<file path="config.mk">
export PLATFORM = sky130hd
export DESIGN_NAME = axi4_lite_rr_arbiter
export DESIGN_NICKNAME = d
export VERILOG_FILES = /design/src/rtl/axi4_lite_rr_arbiter.sv
export SDC_FILE = /design/constraint.sdc
export NUM_CORES = 1
export LEC_CHECK = 0
export CORE_MARGIN = 5
export CORE_UTILIZATION = 35
export CTS_CLUSTER_DIAMETER = 150
export DETAILED_ROUTE_END_ITERATION = 8
export GPL_ROUTABILITY_DRIVEN = 0
export GPL_TIMING_DRIVEN = 0
export PLACE_DENSITY_LB_ADDON = 0.2
export REMOVE_ABC_BUFFERS = 1
export SETUP_SLACK_MARGIN = 0.2
export SYNTH_ARGS = -nofsm -noshare
export SYNTH_HDL_FRONTEND = slang
export SYNTH_SLANG_ARGS = --single-unit
</file>
<file path="constraint.sdc">
create_clock -name clk -period 3.9 [get_ports clk]
set_input_delay 0.39 -clock clk [delete_from_list [all_inputs] [get_ports clk]]
set_output_delay 0.39 -clock clk [all_outputs]
set_load 0.005 [all_outputs]
</file>
<file path="src/rtl/axi4_lite_rr_arbiter.sv">
// Round-robin arbiter: N_REQ single-beat requesters share one AXI4-Lite slave.
// One transaction in flight; payload latched at grant; all outputs registered.
module axi4_lite_rr_arbiter #(
  parameter int N_REQ      = 2,
  parameter int ADDR_WIDTH = 32
) (
  input  logic                          clk,
  input  logic                          rst_n,
  input  logic [N_REQ-1:0]              req,
  input  logic [N_REQ-1:0]              req_we,
  input  logic [N_REQ*ADDR_WIDTH-1:0]   req_addr,
  input  logic [N_REQ*32-1:0]           req_wdata,
  input  logic [N_REQ*4-1:0]            req_wstrb,
  output logic [N_REQ-1:0]              ack,
  output logic [31:0]                   rsp_rdata,
  output logic                          rsp_err,
  output logic [$clog2(N_REQ)-1:0]      grant_id,
  output logic [ADDR_WIDTH-1:0]         m_awaddr,
  output logic                          m_awvalid,
  input  logic                          m_awready,
  output logic [31:0]                   m_wdata,
  output logic [3:0]                    m_wstrb,
  output logic                          m_wvalid,
  input  logic                          m_wready,
  input  logic                          m_bvalid,
  input  logic [1:0]                    m_bresp,
  output logic                          m_bready,
  output logic [ADDR_WIDTH-1:0]         m_araddr,
  output logic                          m_arvalid,
  input  logic                          m_arready,
  input  logic                          m_rvalid,
  input  logic [31:0]                   m_rdata,
  input  logic [1:0]                    m_rresp,
  output logic                          m_rready
);
  localparam int GW = $clog2(N_REQ);

  typedef enum logic [2:0] {IDLE, WR_AW_W, WR_B, RD_AR, RD_R, ACK} state_t;

  state_t            state, state_nxt;
  logic [GW-1:0]     last_grant, pick, idx;
  logic [N_REQ-1:0]  grant_oh;
  logic              aw_done, w_done, aw_fire, w_fire;

  assign aw_fire  = m_awvalid & m_awready;
  assign w_fire   = m_wvalid & m_wready;
  assign grant_oh = N_REQ'(1) << grant_id;

  // Descending scan so the smallest offset past last_grant wins.
  always_comb begin
    pick = '0;
    idx  = '0;
    for (int o = N_REQ; o >= 1; o--) begin
      idx = GW'((int'(last_grant) + o) % N_REQ);
      if (req[idx]) pick = idx;
    end
  end

  always_comb begin
    state_nxt = state;
    case (state)
      IDLE:    if (|req) state_nxt = req_we[pick] ? WR_AW_W : RD_AR;
      WR_AW_W: if ((aw_done | aw_fire) && (w_done | w_fire)) state_nxt = WR_B;
      WR_B:    if (m_bvalid) state_nxt = ACK;
      RD_AR:   if (m_arready) state_nxt = RD_R;
      RD_R:    if (m_rvalid) state_nxt = ACK;
      ACK:     state_nxt = IDLE;
      default: state_nxt = IDLE;
    endcase
  end

  always_ff @(posedge clk or negedge rst_n) begin
    if (!rst_n) state <= IDLE;
    else        state <= state_nxt;
  end

  always_ff @(posedge clk or negedge rst_n) begin
    if (!rst_n) begin
      last_grant <= GW'(N_REQ - 1);
      grant_id   <= '0;
      aw_done    <= 1'b0;
      w_done     <= 1'b0;
      ack        <= '0;
      rsp_rdata  <= '0;
      rsp_err    <= 1'b0;
      m_awaddr   <= '0;
      m_awvalid  <= 1'b0;
      m_wdata    <= '0;
      m_wstrb    <= '0;
      m_wvalid   <= 1'b0;
      m_bready   <= 1'b0;
      m_araddr   <= '0;
      m_arvalid  <= 1'b0;
      m_rready   <= 1'b0;
    end else begin
      ack <= '0;
      case (state)
        IDLE: if (|req) begin
          grant_id   <= pick;
          last_grant <= pick;
          aw_done    <= 1'b0;
          w_done     <= 1'b0;
          if (req_we[pick]) begin
            m_awaddr  <= req_addr[int'(pick)*ADDR_WIDTH +: ADDR_WIDTH];
            m_wdata   <= req_wdata[int'(pick)*32 +: 32];
            m_wstrb   <= req_wstrb[int'(pick)*4 +: 4];
            m_awvalid <= 1'b1;
            m_wvalid  <= 1'b1;
          end else begin
            m_araddr  <= req_addr[int'(pick)*ADDR_WIDTH +: ADDR_WIDTH];
            m_arvalid <= 1'b1;
          end
        end
        WR_AW_W: begin
          if (aw_fire) begin
            m_awvalid <= 1'b0;
            aw_done   <= 1'b1;
          end
          if (w_fire) begin
            m_wvalid <= 1'b0;
            w_done   <= 1'b1;
          end
          if (state_nxt == WR_B) m_bready <= 1'b1;
        end
        WR_B: if (m_bvalid) begin
          m_bready  <= 1'b0;
          rsp_err   <= (m_bresp != 2'b00);
          rsp_rdata <= '0;
          ack       <= grant_oh;
        end
        RD_AR: if (m_arready) begin
          m_arvalid <= 1'b0;
          m_rready  <= 1'b1;
        end
        RD_R: if (m_rvalid) begin
          m_rready  <= 1'b0;
          rsp_rdata <= m_rdata;
          rsp_err   <= (m_rresp != 2'b00);
          ack       <= grant_oh;
        end
        default: ;
      endcase
    end
  end

endmodule
</file>
---- Word-level counts from Yosys, hierarchy flattened ----
Index checks and enable logic that the tools add are counted.
storage, ports and cells
  flip-flop bits (word level) ............. 147
  output and inout port bits .............. 141
  bits of input ports ..................... 183
  logic and storage cells ................. 111
cells by class
  muxes and demuxes ....................... 45
  shifts and indexed selects .............. 4
  equality and inequality tests ........... 14
  reductions and logical operators ........ 21
  add/sub/neg operators ................... 2
  $lt $le $gt $ge ......................... 3
  bitwise gates (word level) .............. 5
operators with widths
  kind                                                                          count
  64-bit by 7-bit variable part select with 32-bit output                       2
  32-bit two-way mux                                                            2
  32-bit case mux with 2 select lines                                           1
  1-bit two-way mux                                                             24
  3-bit AND reduction                                                           7
  2-bit != test, second input constant                                          9
  1-bit case mux with 2 select lines                                            8
  3-bit two-way mux                                                             5
  3-bit case mux with 5 select lines                                            1
  2-bit nonzero test                                                            7
  4-bit AND reduction                                                           3
  3-bit by 2-bit equality test with 1-bit output, second input constant         3
  8-bit by 4-bit variable part select with 4-bit output                         1
  1-bit by 2-bit less-than comparator with 1-bit output, second input constant  3
  2-bit two-way mux                                                             3
  2-bit case mux with 2 select lines                                            1
  3-bit by 1-bit equality test with 1-bit output, second input constant         1
  3-bit equality test, second input constant                                    1
  3-bit zero test                                                               1
  1-bit adder, second input constant                                            2
  1-bit bitwise AND                                                             2
  1-bit OR                                                                      2
  2-bit AND reduction                                                           1
  2-bit OR reduction                                                            1
  3 further kinds                                                               3

---- Longest topological paths before layout ----
  depth in word-level cells ............... 13
  mapped depth ............................ 7
  depth with buffers taken out ............ 4

---- Worst setup path after synthesis ----
OpenSTA, ideal clock, no wires.
  path kind ............................... input to register
  start point ............................. input port req[1]
  end point ............................... register m_araddr[10]
  buffers on the path ..................... 1
  slack ................................... 2.157 ns
  arrival time ............................ 1.616 ns
  cell stages on the path ................. 4
  required time ........................... 3.773 ns
  cells stage by stage .................... a21boi_4 -> buf_1 -> mux2_2 -> mux2_1
between the ends
  word-level cells in the longest chain between the ends .. 8
  elaborated cells between the ends (all ways) .. 12
  classes of those cells .................. shift (1); mux (8); bitwise (1); reduce/logical (2)
ends and longest elaborated chain
  element                                                                                          RTL line  text
  start, declared                                                                                  9         input logic [N_REQ-1:0] req,
  branches (longest 8 deep; another with 64-bit by 7-bit variable part select with 32-bit output)  --
  end signal, assigned                                                                             110       m_araddr <= req_addr[int'(pick)*ADDR_WIDTH +: ADDR_WIDTH];
  end, declared                                                                                    28        output logic [ADDR_WIDTH-1:0] m_araddr,
Several ways; the timed one is not identified. The select of a mux whose other input is x is not followed.
A chain may end at the register's enable or synchronous reset.

---- Worst setup path in the final report ----
  start point ............................. input port req[1]
  end point ............................... register m_araddr[5]
Same word-level chain as after synthesis.

==> key figures <==
Status
  – Status: complete, no violations

Placed design
  – Post-Place Cells: 1065
  – HPWL reported at the end of detailed placement: 14660 um
  – Port bufs: 323

Clock tree
  – Post-CTS resize count: 0
  – Htree depth: 4
  – Cts bufs inserted: 17
  – Max Buffers Root-to-Sink: 2
  – Clk sinks: 147
  – Clock Tree Root: clkbuf_16
  – Worst-Skew Late Latency: 0.41 ns
  – Clock Pin Slew Worst Setup and Hold Paths: 0.06 ns
  – Number of hold buffers added after CTS: 1
  – Setup Buffers After CTS: 0
  – CTS tree: built

Worst setup path
  – Critical-path maximum fanout: 34
  – Cells on worst reg2reg path: 5
  – WP data arrival: 3.20 ns
  – CP Capture Type: flip-flop
  – Critical path launch point type: input pin
  – Critical Setup Path Class: in -> reg
  – Data required, critical path: 4.18 ns

Drt
  – Via-to-Cell Ratio: 4.595
  – DR WL/cell: 17.40 um
  – Drt initial violations: 140
  – Initial DRT Pass Iterations: 5
  – # DRC: 0
  – WL final: 19110 um
  – Via count: 5045
  – Final ANT Viol Nets: 0

STA
  – Final Max Slew Viols: 0
  – # setup viols final: 0
  – FMAX: 0.3429 GHz
  – Clk_skew: 0.009184 ns
  – RSZ-0062 raised after global routing: false
  – Minimum clock period: 2.917 ns
  – Worst slew pin tran: 0.9531 ns
  – Tcrit/Tclk final: 74.79%
  – Slew Limit Headroom: 36.24%
  – Hold Fails Final Rpt: 0

Power
  – Static Leak: 0.004488 uW
  – Seq pwr share: 34.6%
  – Total power: 7670 uW
  – P_sw: 2249 uW
  – Logic pwr share: 45.0%
  – Switching Share: 29.32%
  – Power density cells: 702.9 nW/um2
  – Peak VDD IR: 0.4125 mV
  – Cell-internal power: 5421 uW
  – Clock network power share: 20.4%

Finish
  – Share of cells above drive strength 1: 21.49%
  – Non-filler cells, final: 1098
  – Most frequent cells in the layout: clkdlybuf4s50_1 (322), dfrtp_1 (146), nand2_1 (74)
  – Nets: 1003
  – Fillcell total: 1675
  – Commonest non-fill, non-tap cell in the layout: clkdlybuf4s50_1
  – # diodes: 0
  – Area growth syn-to-layout: 59.29%

Synthesis
  – Netlist cell types: 36
  – Synth Area in Simple Gates: 5.918%
  – Post-synth top flop: dfrtp_1
  – Compound-gate portion of the synthesized area: 4.457%
  – Post-Syn Instances: 499
  – Synthesis-stage register bit count: 147
  – Ys Warns: 0
  – Synth top area cells: dfrtp_1 (53%), mux2_4 (15%), mux2_2 (10%)
  – Largest family of logic cells by synthesized area: multiplexers
  – Avg Cell Area, Syn: 13.73 um2
  – Seq/Total Area, Yosys: 53.72%
  – Number of synthesized flops with an enable pin: 0
  – Adder-cell share of the synthesized area: 0%
  – Xor and xnor area share after synthesis: 0%
  – Area leader, netlist: dfrtp_1
  – Post-Syn Area: 6850 um2
  – Multiplexer area fraction after synthesis: 31.69%
  – Asr flop ratio synth: 100.0%
  – Yosys top cell area share: 53.33%

Die
  – I/O pin total: 324
  – Die W: 149.9 um
  – Die area: 22470 um2
  – Chip Height: 149.9 um
  – Rows: 51
  – Core area: 19400 um2
  – Initial Util: 35.31%

Min path
  – HP Class: reg -> reg
  – Hold Path Stages: 1

Global route
  – Vias in the first global route: 5454
  – GRT overflow: 0
  – Largest net degree at the start of global routing: 82
  – Initial antenna violation count: 0
  – GRT Util Overall: 16.57%
  – First-pass GRT wire length: 29190 um

Run
  – MaxCap Viol Count: 0
-- worst paths after layout --
| check | start | endpoint | slack [ns] |
|---|---|---|---|
| worst max-delay path | req[1] | m_araddr[5] | 0.98 |
| min in group asynchronous | rst_n | m_wdata[22] | 0.53 |
| max in group asynchronous | rst_n | m_awaddr[19] | 2.55 |
| worst min-delay path | grant_id | ack[0] | 0.48 |
| worst max register to register | last_grant | m_araddr[5] | 1.14 |
| worst min register to register | grant_id | ack[0] | 0.48 |
-- flip-flops by register name, indices dropped and copies added, names as in the netlist, 2 cells and up --
register / flops
ack: 2
state: 3
m_araddr: 32
m_wstrb: 4
rsp_rdata: 32
m_awaddr: 32
m_wdata: 32
-- cells by family after synthesis --
| family | Yosys count |
|---|---|
| simple gates | 94 |
| mux | 170 |
| compound gates | 54 |
| buf+inv | 34 |
| flops | 147 |
-- Yosys cell counts, types with 5 or more instances --
| cell type | n |
|---|---|
| nand2_1 | 74 |
| buf_12 | 8 |
| nor2_1 | 8 |
| clkbuf_1 | 7 |
| o21ai_1 | 32 |
| o21ai_0 | 5 |
| dfrtp_1 | 146 |
| buf_1 | 7 |
| mux2_4 | 68 |
| mux2_2 | 62 |
| a21oi_1 | 6 |
| mux2_1 | 38 |
-- cell type report --
class | count | area (um2) | area share (%)
Timing Repair Buffer | 332 | 3427 | 31.41
Inverter | 4 | 15.01 | 0.1376
Clock inverter | 12 | 122.6 | 1.124
Sequential cell | 147 | 3680 | 33.72
Multi-Input combinational cell | 318 | 2889 | 26.48
Clock buffer | 20 | 446.7 | 4.094
Tap cell | 265 | 331.6 | 3.039
-- per-stage QoR --
stage	setup slack [ns]	util (%)	hold WS [ns]	cell area [um2]	TNS, ns
2_1_floorplan	-0.1053	-	0.09441	6576	-7.163
3_3_place_gp	-3.334	52.28	0.4595	10140	-611.86
3_5_place_dp	0.5408	53.26	0.4237	10330	0
4_1_cts	0.9692	56.25	0.4750	10910	0
5_1_grt	0.8168	56.25	0.4898	10910	0
6_report	0.9834	56.25	0.4751	10910	0
-- metal layers --
metal | GRT usage, % | vias to the layer above | wire, um | part of all wire, %
li1 | - | 2372 | - | -
met1 | 17.93 | 2466 | 7211 | 38
met2 | 29.74 | 174 | 10070 | 53
met3 | 5.360 | 33 | 1242 | 6.5
met4 | 6.908 | 0 | 588 | 3.1
met5 | 0 | - | 0 | 0
-- worst max-delay path, cell delays in order --
cell             delay [ns]
clkdlybuf4s50_1        0.52
a21boi_4               0.54
buf_16                 0.25
mux2i_2                0.32
nand2_2                0.60
mux2_1                 0.56
-- power by group through the flow --
stage	Clock [uW]	Combinational (uW)	Sequential, uW
after floorplan	0	1430	2680
final	1570	3450	2650
after detailed placement	0	3500	2670
after CTS	1620	3520	2660
after global routing	1690	3680	2750
after global placement	0	3400	2630
No activity file was read; power rests on OpenSTA's default activity.
